File: config.mk
export PLATFORM = sky130hd
export DESIGN_NAME = muldiv_unit
export DESIGN_NICKNAME = d
export VERILOG_FILES = /design/src/rtl/muldiv_unit.sv
export SDC_FILE = /design/constraint.sdc
export NUM_CORES = 1
export LEC_CHECK = 0
export BUFFER_PORTS_ARGS = -buffer_cell sky130_fd_sc_hd__buf_2
export CAP_MARGIN = 40
export CORE_MARGIN = 10
export CORE_UTILIZATION = 35
export CTS_CLUSTER_SIZE = 20
export DETAILED_ROUTE_END_ITERATION = 6
export GPL_TIMING_DRIVEN = 0
export SETUP_SLACK_MARGIN = 0.15
export SYNTH_ARGS = -nofsm -noshare
export SYNTH_HDL_FRONTEND = slang
export SYNTH_SLANG_ARGS = --single-unit
File: constraint.sdc
create_clock -name clk -period 4.5 [get_ports clk]
set_input_delay 0.675 -clock clk [delete_from_list [all_inputs] [get_ports clk]]
set_output_delay 0.675 -clock clk [all_outputs]
set_load 0.02 [all_outputs]
File: src/rtl/muldiv_unit.sv
// Iterative multiply/divide unit: shift-add multiply and restoring divide, one bit per cycle.
// Define MULDIV_FAST_MUL_EN to replace the iterative multiply with a single-cycle product.
module muldiv_unit #(
  parameter int WIDTH = 32
) (
  input  logic             clk,
  input  logic             rst,
  input  logic             start,
  input  logic             op,
  input  logic             sign,
  input  logic [WIDTH-1:0] a,
  input  logic [WIDTH-1:0] b,
  input  logic             annul,
  output logic             busy,
  output logic             ready,
  output logic [WIDTH-1:0] hi,
  output logic [WIDTH-1:0] lo,
  output logic             div_by_zero
);

  localparam int CW = $clog2(WIDTH);

  localparam logic [1:0] IDLE = 2'd0;
  localparam logic [1:0] MUL  = 2'd1;
  localparam logic [1:0] DIV  = 2'd2;
  localparam logic [1:0] DONE = 2'd3;

  logic [1:0]       state;
  logic [WIDTH-1:0] accHi;
  logic [WIDTH-1:0] accLo;
  logic [WIDTH-1:0] opB;
  logic [CW-1:0]    count;
  logic             negQ;
  logic             negR;
  logic             zeroDiv;

  logic             aNeg;
  logic             bNeg;
  logic [WIDTH-1:0] aMag;
  logic [WIDTH-1:0] bMag;
  logic             bZero;
  logic             lastIter;

  logic [2*WIDTH-1:0] mulProd;
  logic [2*WIDTH-1:0] mulSigned;

  logic [WIDTH:0]   divShift;
  logic [WIDTH:0]   divDiff;
  logic             divGe;
  logic [WIDTH-1:0] divRemNext;
  logic [WIDTH-1:0] divQuoNext;
  logic [WIDTH-1:0] quoFinal;
  logic [WIDTH-1:0] remFinal;

  assign busy  = (state == MUL) || (state == DIV);
  assign ready = (state == DONE);

  // Operands are reduced to magnitudes up front; signs are restored on the final step.
  always_comb begin
    aNeg     = sign & a[WIDTH-1];
    bNeg     = sign & b[WIDTH-1];
    aMag     = aNeg ? -a : a;
    bMag     = bNeg ? -b : b;
    bZero    = (b == '0);
    lastIter = (count == CW'(WIDTH - 1));
  end

`ifdef MULDIV_FAST_MUL_EN
  always_comb begin
    mulProd = {{WIDTH{1'b0}}, opB} * {{WIDTH{1'b0}}, accLo};
  end
`else
  logic [WIDTH:0]   mulSum;
  logic [WIDTH-1:0] mulHiNext;
  logic [WIDTH-1:0] mulLoNext;

  // accHi carries the running partial product, accLo the remaining multiplier bits.
  always_comb begin
    mulSum    = {1'b0, accHi} + (accLo[0] ? {1'b0, opB} : '0);
    mulHiNext = mulSum[WIDTH:1];
    mulLoNext = {mulSum[0], accLo[WIDTH-1:1]};
    mulProd   = {mulHiNext, mulLoNext};
  end
`endif

  always_comb begin
    mulSigned = negQ ? -mulProd : mulProd;
  end

  // accHi is the partial remainder, accLo shifts dividend bits out and quotient bits in.
  always_comb begin
    divShift   = {accHi, accLo[WIDTH-1]};
    divDiff    = divShift - {1'b0, opB};
    divGe      = (divShift >= {1'b0, opB});
    divRemNext = divGe ? divDiff[WIDTH-1:0] : divShift[WIDTH-1:0];
    divQuoNext = {accLo[WIDTH-2:0], divGe};
    quoFinal   = negQ ? -divQuoNext : divQuoNext;
    remFinal   = negR ? -divRemNext : divRemNext;
  end

  always_ff @(posedge clk) begin
    if (!rst) begin
      state       <= IDLE;
      accHi       <= '0;
      accLo       <= '0;
      opB         <= '0;
      count       <= '0;
      negQ        <= 1'b0;
      negR        <= 1'b0;
      zeroDiv     <= 1'b0;
      hi          <= '0;
      lo          <= '0;
      div_by_zero <= 1'b0;
    end else begin
      case (state)
        IDLE: begin
          if (start && !annul) begin
            opB     <= op ? bMag : aMag;
            accLo   <= op ? aMag : bMag;
            // A zero divisor parks the raw dividend so it can be returned as the remainder.
            accHi   <= (op && bZero) ? a : '0;
            zeroDiv <= op && bZero;
            negQ    <= aNeg ^ bNeg;
            negR    <= aNeg;
            count   <= '0;
            state   <= op ? DIV : MUL;
          end
        end

        MUL: begin
          if (annul) begin
            count <= '0;
            state <= IDLE;
          end else begin
`ifdef MULDIV_FAST_MUL_EN
            {hi, lo}    <= mulSigned;
            div_by_zero <= 1'b0;
            state       <= DONE;
`else
            accHi <= mulHiNext;
            accLo <= mulLoNext;
            count <= count + CW'(1);
            if (lastIter) begin
              {hi, lo}    <= mulSigned;
              div_by_zero <= 1'b0;
              count       <= '0;
              state       <= DONE;
            end
`endif
          end
        end

        DIV: begin
          if (annul) begin
            count <= '0;
            state <= IDLE;
          end else if (zeroDiv) begin
            hi          <= accHi;
            lo          <= '1;
            div_by_zero <= 1'b1;
            state       <= DONE;
          end else begin
            accHi <= divRemNext;
            accLo <= divQuoNext;
            count <= count + CW'(1);
            if (lastIter) begin
              hi          <= remFinal;
              lo          <= quoFinal;
              div_by_zero <= 1'b0;
              count       <= '0;
              state       <= DONE;
            end
          end
        end

        default: begin
          state <= IDLE;
        end
      endcase
    end
  end

endmodule

## Yosys cells after proc, flatten, opt, wreduce, memory -nomap -nowiden

Index checks and enable logic that the tools add are counted.

- Bits in registers: 171
- Bits in latches: 0
- Bits in writable memories: 0
- Memory bits (read-only): 0
- Output and inout bits: 67
- Word-level logic and storage cells: 97
- Memories kept: 0

- $add $sub $neg: 8
- $mul: 0
- Div/mod/pow operators: 0
- Order comparisons: 1
- Equal/unequal tests: 11
- Shifts and indexed selects: 0
- Mux-type cells: 50
- Bitwise logic cells: 3
- Reduce and logical (&&, ||, !) cells: 13

Operator list:

| cell | number |
|---|---|
| $mux 32 | 27 |
| $pmux 32 s3 | 2 |
| $neg 32->32 | 4 |
| $pmux 32 s2 | 2 |
| $mux 64 | 1 |
| $neg 64->64 | 1 |
| $add 32x32->33 | 1 |
| $ge 33x32->1 | 1 |
| $logic_not 32->1 | 1 |
| $sub 32x32->32 | 1 |
| $mux 5 | 5 |
| $pmux 5 s3 | 1 |
| $mux 2 | 6 |
| $ne 2x2->1 const B | 5 |
| $reduce_and 5->1 | 2 |
| $ne 3x3->1 const B | 2 |
| $pmux 2 s3 | 1 |
| $reduce_and 3->1 | 2 |
| $add 5x1->5 const B | 1 |
| $eq 5x5->1 const B | 1 |
| $eq 2x2->1 const B | 2 |
| $mux 1 | 4 |
| $reduce_bool 3->1 | 1 |
| $and 1x1->1 | 2 |
| 9 further kinds | 10 |

## Longest topological paths before layout

- Depth in word-level cells: 8
- Mapped depth: 22

## Worst setup path before layout

No wires, ideal clock.

- Path type: register to register
- Start: register accHi[6]
- End: register hi[28]
- Setup time: 116 ps
- Arrival time: 4779 ps
- Path slack: -395 ps
- Stages on the path, launching flop included: 20
- Buffers on the path: 5
- Clock period less this slack: 4895 ps
- Cells stage by stage: dfxtp_1 > ha_1 > clkbuf_1 > nand3_1 > or4_1 > a21oi_1 > or2_1 > a31o_2 > clkbuf_1 > clkbuf_1 > clkbuf_1 > buf_2 > nand2_1 > o21ai_0 > ha_1 > o21ai_1 > nor3_1 > nand2_1 > or4_1 > a41o_1

- Longest elaborated chain between the ends: 8
- Elaborated cells between the ends (all ways): 14
- Classes of those cells: add/sub: 4; order compare: 1; mux: 9

Ends and longest elaborated chain:

| what | RTL line | source |
|---|---|---|
| from (decl) | 29 | `logic [WIDTH-1:0] accHi;` |
| from (signal assigned) | 121 | `accHi <= (op && bZero) ? a : '0;` |
| from (signal assigned) | 140 | `accHi <= mulHiNext;` |
| from (signal assigned) | 163 | `accHi <= divRemNext;` |
| $sub 32x32->32 / $ge 33x32->1 (equally long branches) | 93, 94 |  |
| $mux 32 | 95 | `divRemNext = divGe ? divDiff[WIDTH-1:0] : divShift[WIDTH-1:0];` |
| $neg 32->32 | 98 | `remFinal = negR ? -divRemNext : divRemNext;` |
| $mux 32 | 98 |  |
| $mux 32 | 166 | `if (lastIter) begin` |
| $mux 32 | 157 | `end else if (zeroDiv) begin` |
| $mux 32 | 154 | `if (annul) begin` |
| $pmux 32 s2 (*) | 115 | `case (state)` |
| to (signal assigned) | 144 | `{hi, lo} <= mulSigned;` |
| to (signal assigned) | 158 | `hi <= accHi;` |
| to (signal assigned) | 167 | `hi <= remFinal;` |
| to (decl) | 16 | `output logic [WIDTH-1:0] hi,` |

Every way passes the cells marked *; elsewhere a longest branch is shown, timed or not. The select of a mux whose other input is x is not followed.
A chain may end at the register's enable or synchronous reset.

## Worst setup path in the final report

- Start: register accLo[0]
- End: register hi[24]

- Longest elaborated chain between the ends: 7

Ends and longest elaborated chain:

| what | RTL line | source |
|---|---|---|
| from (decl) | 30 | `logic [WIDTH-1:0] accLo;` |
| from (signal assigned) | 119 | `accLo <= op ? aMag : bMag;` |
| from (signal assigned) | 141 | `accLo <= mulLoNext;` |
| from (signal assigned) | 164 | `accLo <= divQuoNext;` |
| $mux 32 (*) | 79 | `mulSum = {1'b0, accHi} + (accLo[0] ? {1'b0, opB} : '0);` |
| $add 32x32->33 (*) | 79 |  |
| $neg 64->64 | 87 | `mulSigned = negQ ? -mulProd : mulProd;` |
| $mux 64 (*) | 87 |  |
| $mux 32 (*) | 143 | `if (lastIter) begin` |
| $mux 32 (*) | 131 | `if (annul) begin` |
| $pmux 32 s2 (*) | 115 |  |

Marks and branches as above.

==> results.rst <==
.. list-table::
   :header-rows: 1

   * - Metric
     - Value
   * - Final #Nets
     - 2837
   * - Number of detailed-route iterations in the first pass
     - 7
   * - Clock slew seen by the registers of the worst setup and hold paths
     - 0.07 ns
   * - Placer congestion estimate
     - 0.994
   * - Maximum frequency from static timing analysis
     - 0.202 GHz
   * - Wire length of the first global-routing pass
     - 128000 um
   * - Layout cell share with drive strength beyond 1
     - 18.5%
   * - Worst setup startpoint
     - accLo[0]
   * - Simple-gate portion of the synthesized area
     - 22.4%
   * - Static leakage
     - 7.85 nW
   * - Post-layout min period
     - 4.95 ns
   * - Global-route usage over all layers
     - 28.5%
   * - Pwr Total
     - 0.00982 W
   * - Fraction of registers with async set or reset after synthesis
     - 0%
   * - Number of buffers inserted during clock tree synthesis
     - 17
   * - Clk pwr share
     - 15.8%
   * - Worst clock skew on the final layout
     - 0.0177 ns
   * - Estimated wirelength of the detail-placed design
     - 72000 um
   * - Clock tree from TritonCTS
     - built
   * - Final slew viol count
     - 0
   * - Violated checks
     - negative setup slack
   * - Count of port buffers added during placement
     - 136
   * - Iteration-0 DRC Markers
     - 2737
   * - Total of endpoints with negative setup slack in the final report
     - 10
   * - Placed Instance Area
     - 18900 sq um
   * - Xor/xnor cell area share of the yosys netlist
     - 11.1%
   * - Worst max-slew margin expressed relative to the limit
     - 31.6%
   * - Area growth from synthesis to layout
     - 23.5%
   * - CP dominant cell by count
     - sky130_fd_sc_hd__buf_6
   * - Crit path largest cell delay
     - 0.56 ns
   * - Mapped Nets
     - 2615
   * - Cell with the largest stage delay on the worst path
     - sky130_fd_sc_hd__or4_4
   * - Via count of the first global-routing pass
     - 19060
   * - Share of total power in combinational logic
     - 64.9%
   * - Post-synthesis instance area
     - 17300 sq um
   * - Share of synthesized area spent on multiplexers
     - 2.66%
   * - CTS max path bufs
     - 2
   * - Total wirelength of the detailed-routed design
     - 89300 um
   * - Total number of vias
     - 20835
   * - Kind of critical path
     - flip-flop to flip-flop
   * - Most common cell after layout, fill and taps aside
     - sky130_fd_sc_hd__nand2_1
   * - Status
     - finished, violations left
   * - Unrepaired setup endpoints after global routing
     - true
   * - Yosys warning total
     - 0
   * - Final design instance area without fill
     - 21300 sq um
   * - Seq/Total Area, Yosys
     - 19.8%
   * - Number of I/O pins
     - 137
   * - Average size of a mapped cell
     - 7.00 sq um
   * - Fill cell total of the finished layout
     - 5118
   * - Dominant delay contributor by cell family on the critical path
     - simple AND/OR/NAND/NOR gates
   * - Number of placement rows
     - 81
   * - Total number of clock tree sinks
     - 171
   * - Critical Path Source Type
     - flip-flop
   * - DIE WIDTH
     - 242 um
   * - Post-Route Utilization
     - 43.7%
   * - Internal power
     - 0.00487 W
   * - Final clock period utilization by the worst path
     - 110%
   * - Worst r2r dst
     - hi[24]
   * - Count of nets left with antenna violations after detail routing
     - 0
   * - Crit path capture
     - hi[24]
   * - Die outline height
     - 242 um
   * - Distinct cell type count of the synthesized netlist
     - 92
   * - Signal arrival time at the worst endpoint
     - 5.29 ns
   * - Largest fanout on the critical path
     - 7
   * - Maximum number of pins on one net before global-route repair
     - 17
   * - Power share of the sequential group
     - 19.3%
   * - Reg2reg start
     - accLo[0]
   * - IR drop worst, VDD
     - 0.293 mV
   * - Wire length per cell
     - 26.5 um
   * - Post-layout worst setup margin
     - -0.453 ns
   * - Measured slew at the worst slew-check pin
     - 1.03 ns
   * - Reg-to-reg setup timing slack
     - -0.45 ns
   * - Via-per-instance ratio
     - 6.18
   * - Setup slack after placement
     - -1.84 ns
   * - Number of enable-type register cells in the synthesized netlist
     - 0
   * - Area share of fa/ha/maj cells after synthesis
     - 5.66%
   * - Antenna violations before repair
     - 5
   * - Power Dens Cells
     - 460 nW/um^2
   * - # H-tree levels
     - 4
   * - Core footprint
     - 48800 sq um
   * - Worst Path Buf+Inv
     - 5
   * - Total count of hold-check failures in the final report
     - 0
   * - Commonest cells after routing, fill and taps aside
     - sky130_fd_sc_hd__nand2_1, sky130_fd_sc_hd__nor2_1, sky130_fd_sc_hd__a21oi_1, sky130_fd_sc_hd__o21ai_0, sky130_fd_sc_hd__xnor2_1
   * - Net switching power of the design
     - 0.00495 W
   * - Flip-flop cell with the highest count after synthesis
     - sky130_fd_sc_hd__dfxtp_1
   * - Starting Density
     - 35.4%
   * - Required time reported for the critical path endpoint
     - 4.84 ns
   * - Net Sw Frac
     - 50.4%
   * - Area enclosed by the die boundary
     - 58700 sq um
   * - Category of the worst setup path capture point
     - flip-flop
   * - DRC
     - 0
   * - Main combinational cell family by area after synthesis
     - compound AO/OA/AOI/OAI gates
   * - Worst-skew pair later-pin latency
     - 0.46 ns
   * - Instance count on the critical path
     - 19
   * - Fraction of the mapped netlist area in compound gates
     - 32.3%
   * - Post-synthesis sequential element count
     - 171
   * - R2R depth
     - 19
   * - Cell chosen for the clock root
     - sky130_fd_sc_hd__clkbuf_16
   * - Post-synthesis instance total
     - 2468
   * - Maximum capacitance violations
     - 0
   * - Cell Chain, Critical Path
     - clkinv_8, clkbuf_16, nor2_4, ha_4, buf_6, a2111oi_4, o21ai_4, a21boi_2, nor2_2, xor2_2, or4_4, or4_4, or4b_4, buf_6, buf_6, o31ai_4, xnor2_1, nand2_1, a32o_1
   * - Remaining Overflow, GRT
     - 0
   * - Min-Delay Path Class
     - flip-flop to flip-flop
area by class of cell:
type / instances / area (sq um) / area share (%)
Tap cell: 664 / 831 / 3.89
Antenna cell: 2 / 5.00 / 0.0234
Timing Repair Buffer: 203 / 1240 / 5.81
Clock inverter: 13 / 160 / 0.750
Buffer: 197 / 1040 / 4.85
Clock buffer: 19 / 433 / 2.03
Multi-Input combinational cell: 2026 / 13900 / 65.0
Inverter: 74 / 295 / 1.38
Sequential cell: 171 / 3480 / 16.3
worst register-to-register path: stages (launching register included):
cell and delay, ns:
sky130_fd_sc_hd__dfxtp_4 0.40, sky130_fd_sc_hd__clkinv_8 0.12, sky130_fd_sc_hd__clkbuf_16 0.19, sky130_fd_sc_hd__nor2_4 0.11
sky130_fd_sc_hd__ha_4 0.21, sky130_fd_sc_hd__buf_6 0.12, sky130_fd_sc_hd__a2111oi_4 0.43, sky130_fd_sc_hd__o21ai_4 0.16
sky130_fd_sc_hd__a21boi_2 0.20, sky130_fd_sc_hd__nor2_2 0.07, sky130_fd_sc_hd__xor2_2 0.19, sky130_fd_sc_hd__or4_4 0.56
sky130_fd_sc_hd__or4_4 0.54, sky130_fd_sc_hd__or4b_4 0.53, sky130_fd_sc_hd__buf_6 0.15, sky130_fd_sc_hd__buf_6 0.11
sky130_fd_sc_hd__o31ai_4 0.21, sky130_fd_sc_hd__xnor2_1 0.15, sky130_fd_sc_hd__nand2_1 0.09, sky130_fd_sc_hd__a32o_1 0.30
cell usage after synthesis (56+ instances only):
cell	number	area [sq um]
sky130_fd_sc_hd__clkbuf_1	167	627
sky130_fd_sc_hd__nor2_1	272	1020
sky130_fd_sc_hd__a211oi_1	79	593
sky130_fd_sc_hd__a22oi_1	68	510
sky130_fd_sc_hd__o21ai_0	183	916
sky130_fd_sc_hd__inv_1	72	270
sky130_fd_sc_hd__nand2_1	284	1070
sky130_fd_sc_hd__xnor2_1	163	1430
sky130_fd_sc_hd__dfxtp_1	171	3420
sky130_fd_sc_hd__ha_1	75	938
sky130_fd_sc_hd__a21oi_1	212	1060
sky130_fd_sc_hd__xor2_1	56	490
sequential cells by signal, indices dropped and copies added (netlist names):
name / flops
state: 2
div_by_zero: 1
hi: 32
accHi: 32
accLo: 32
lo: 32
count: 5
negR: 1
opB: 32
zeroDiv: 1
negQ: 1
through the flow:
step                hold WS, ns  instances  TNS (ns)
floorplan                 0.432       2468         0
global placement          0.439       3268    -92.16
detailed placement        0.443       3275    -89.02
CTS                       0.455       3337     -2.39
global route              0.473       3368     -3.87
finish                    0.450       3369     -2.81
logic make-up after synthesis:
logic type      count (synthesis)
compound gates                849
xor+xnor                      219
fa+ha+maj                      77
buf+inv                       271
flops                         171
mux                            44
simple gates                  837
repair_timing:
| item | in CTS | in global routing |
|---|---|---|
| pin swaps | 38 | 42 |
| setup buffers | 30 | 28 |
| gates resized for setup | 169 | 171 |
| hold buffers | 0 | 0 |
| cloned | 0 | 1 |
| hold endpoints to repair | 0 | 0 |
| endpoints found under the setup margin | 97 | 62 |
power by group through the flow:
stage	clock network, W	logic [W]	registers (W)
after floorplan	0	0.00358	0.00179
after global placement	0	0.00509	0.00189
after detailed placement	0	0.00512	0.00190
after CTS	0.00155	0.00566	0.00188
after global routing	0.00160	0.00676	0.00190
final	0.00155	0.00637	0.00190
worst min path at each step:
stage / start / endpoint / slack [ns] / depth (start not counted)
4_1_cts: lo[31] / lo[31] / 0.46 / 2
2_1_floorplan: opB[14] / opB[14] / 0.43 / 2
3_3_place_gp: lo[24] / lo[24] / 0.44 / 2
5_1_grt: lo[3] / lo[3] / 0.47 / 2
3_5_place_dp: hi[26] / hi[26] / 0.44 / 2
6_report: lo[28] / lo[28] / 0.45 / 2
routing by layer:
metal	wire, um	track usage (%)
met2	36500	41.4
met3	9410	6.11
met4	5090	14.4
met5	34	0
met1	38300	39.0
No activity file was read; power rests on OpenSTA's default activity.
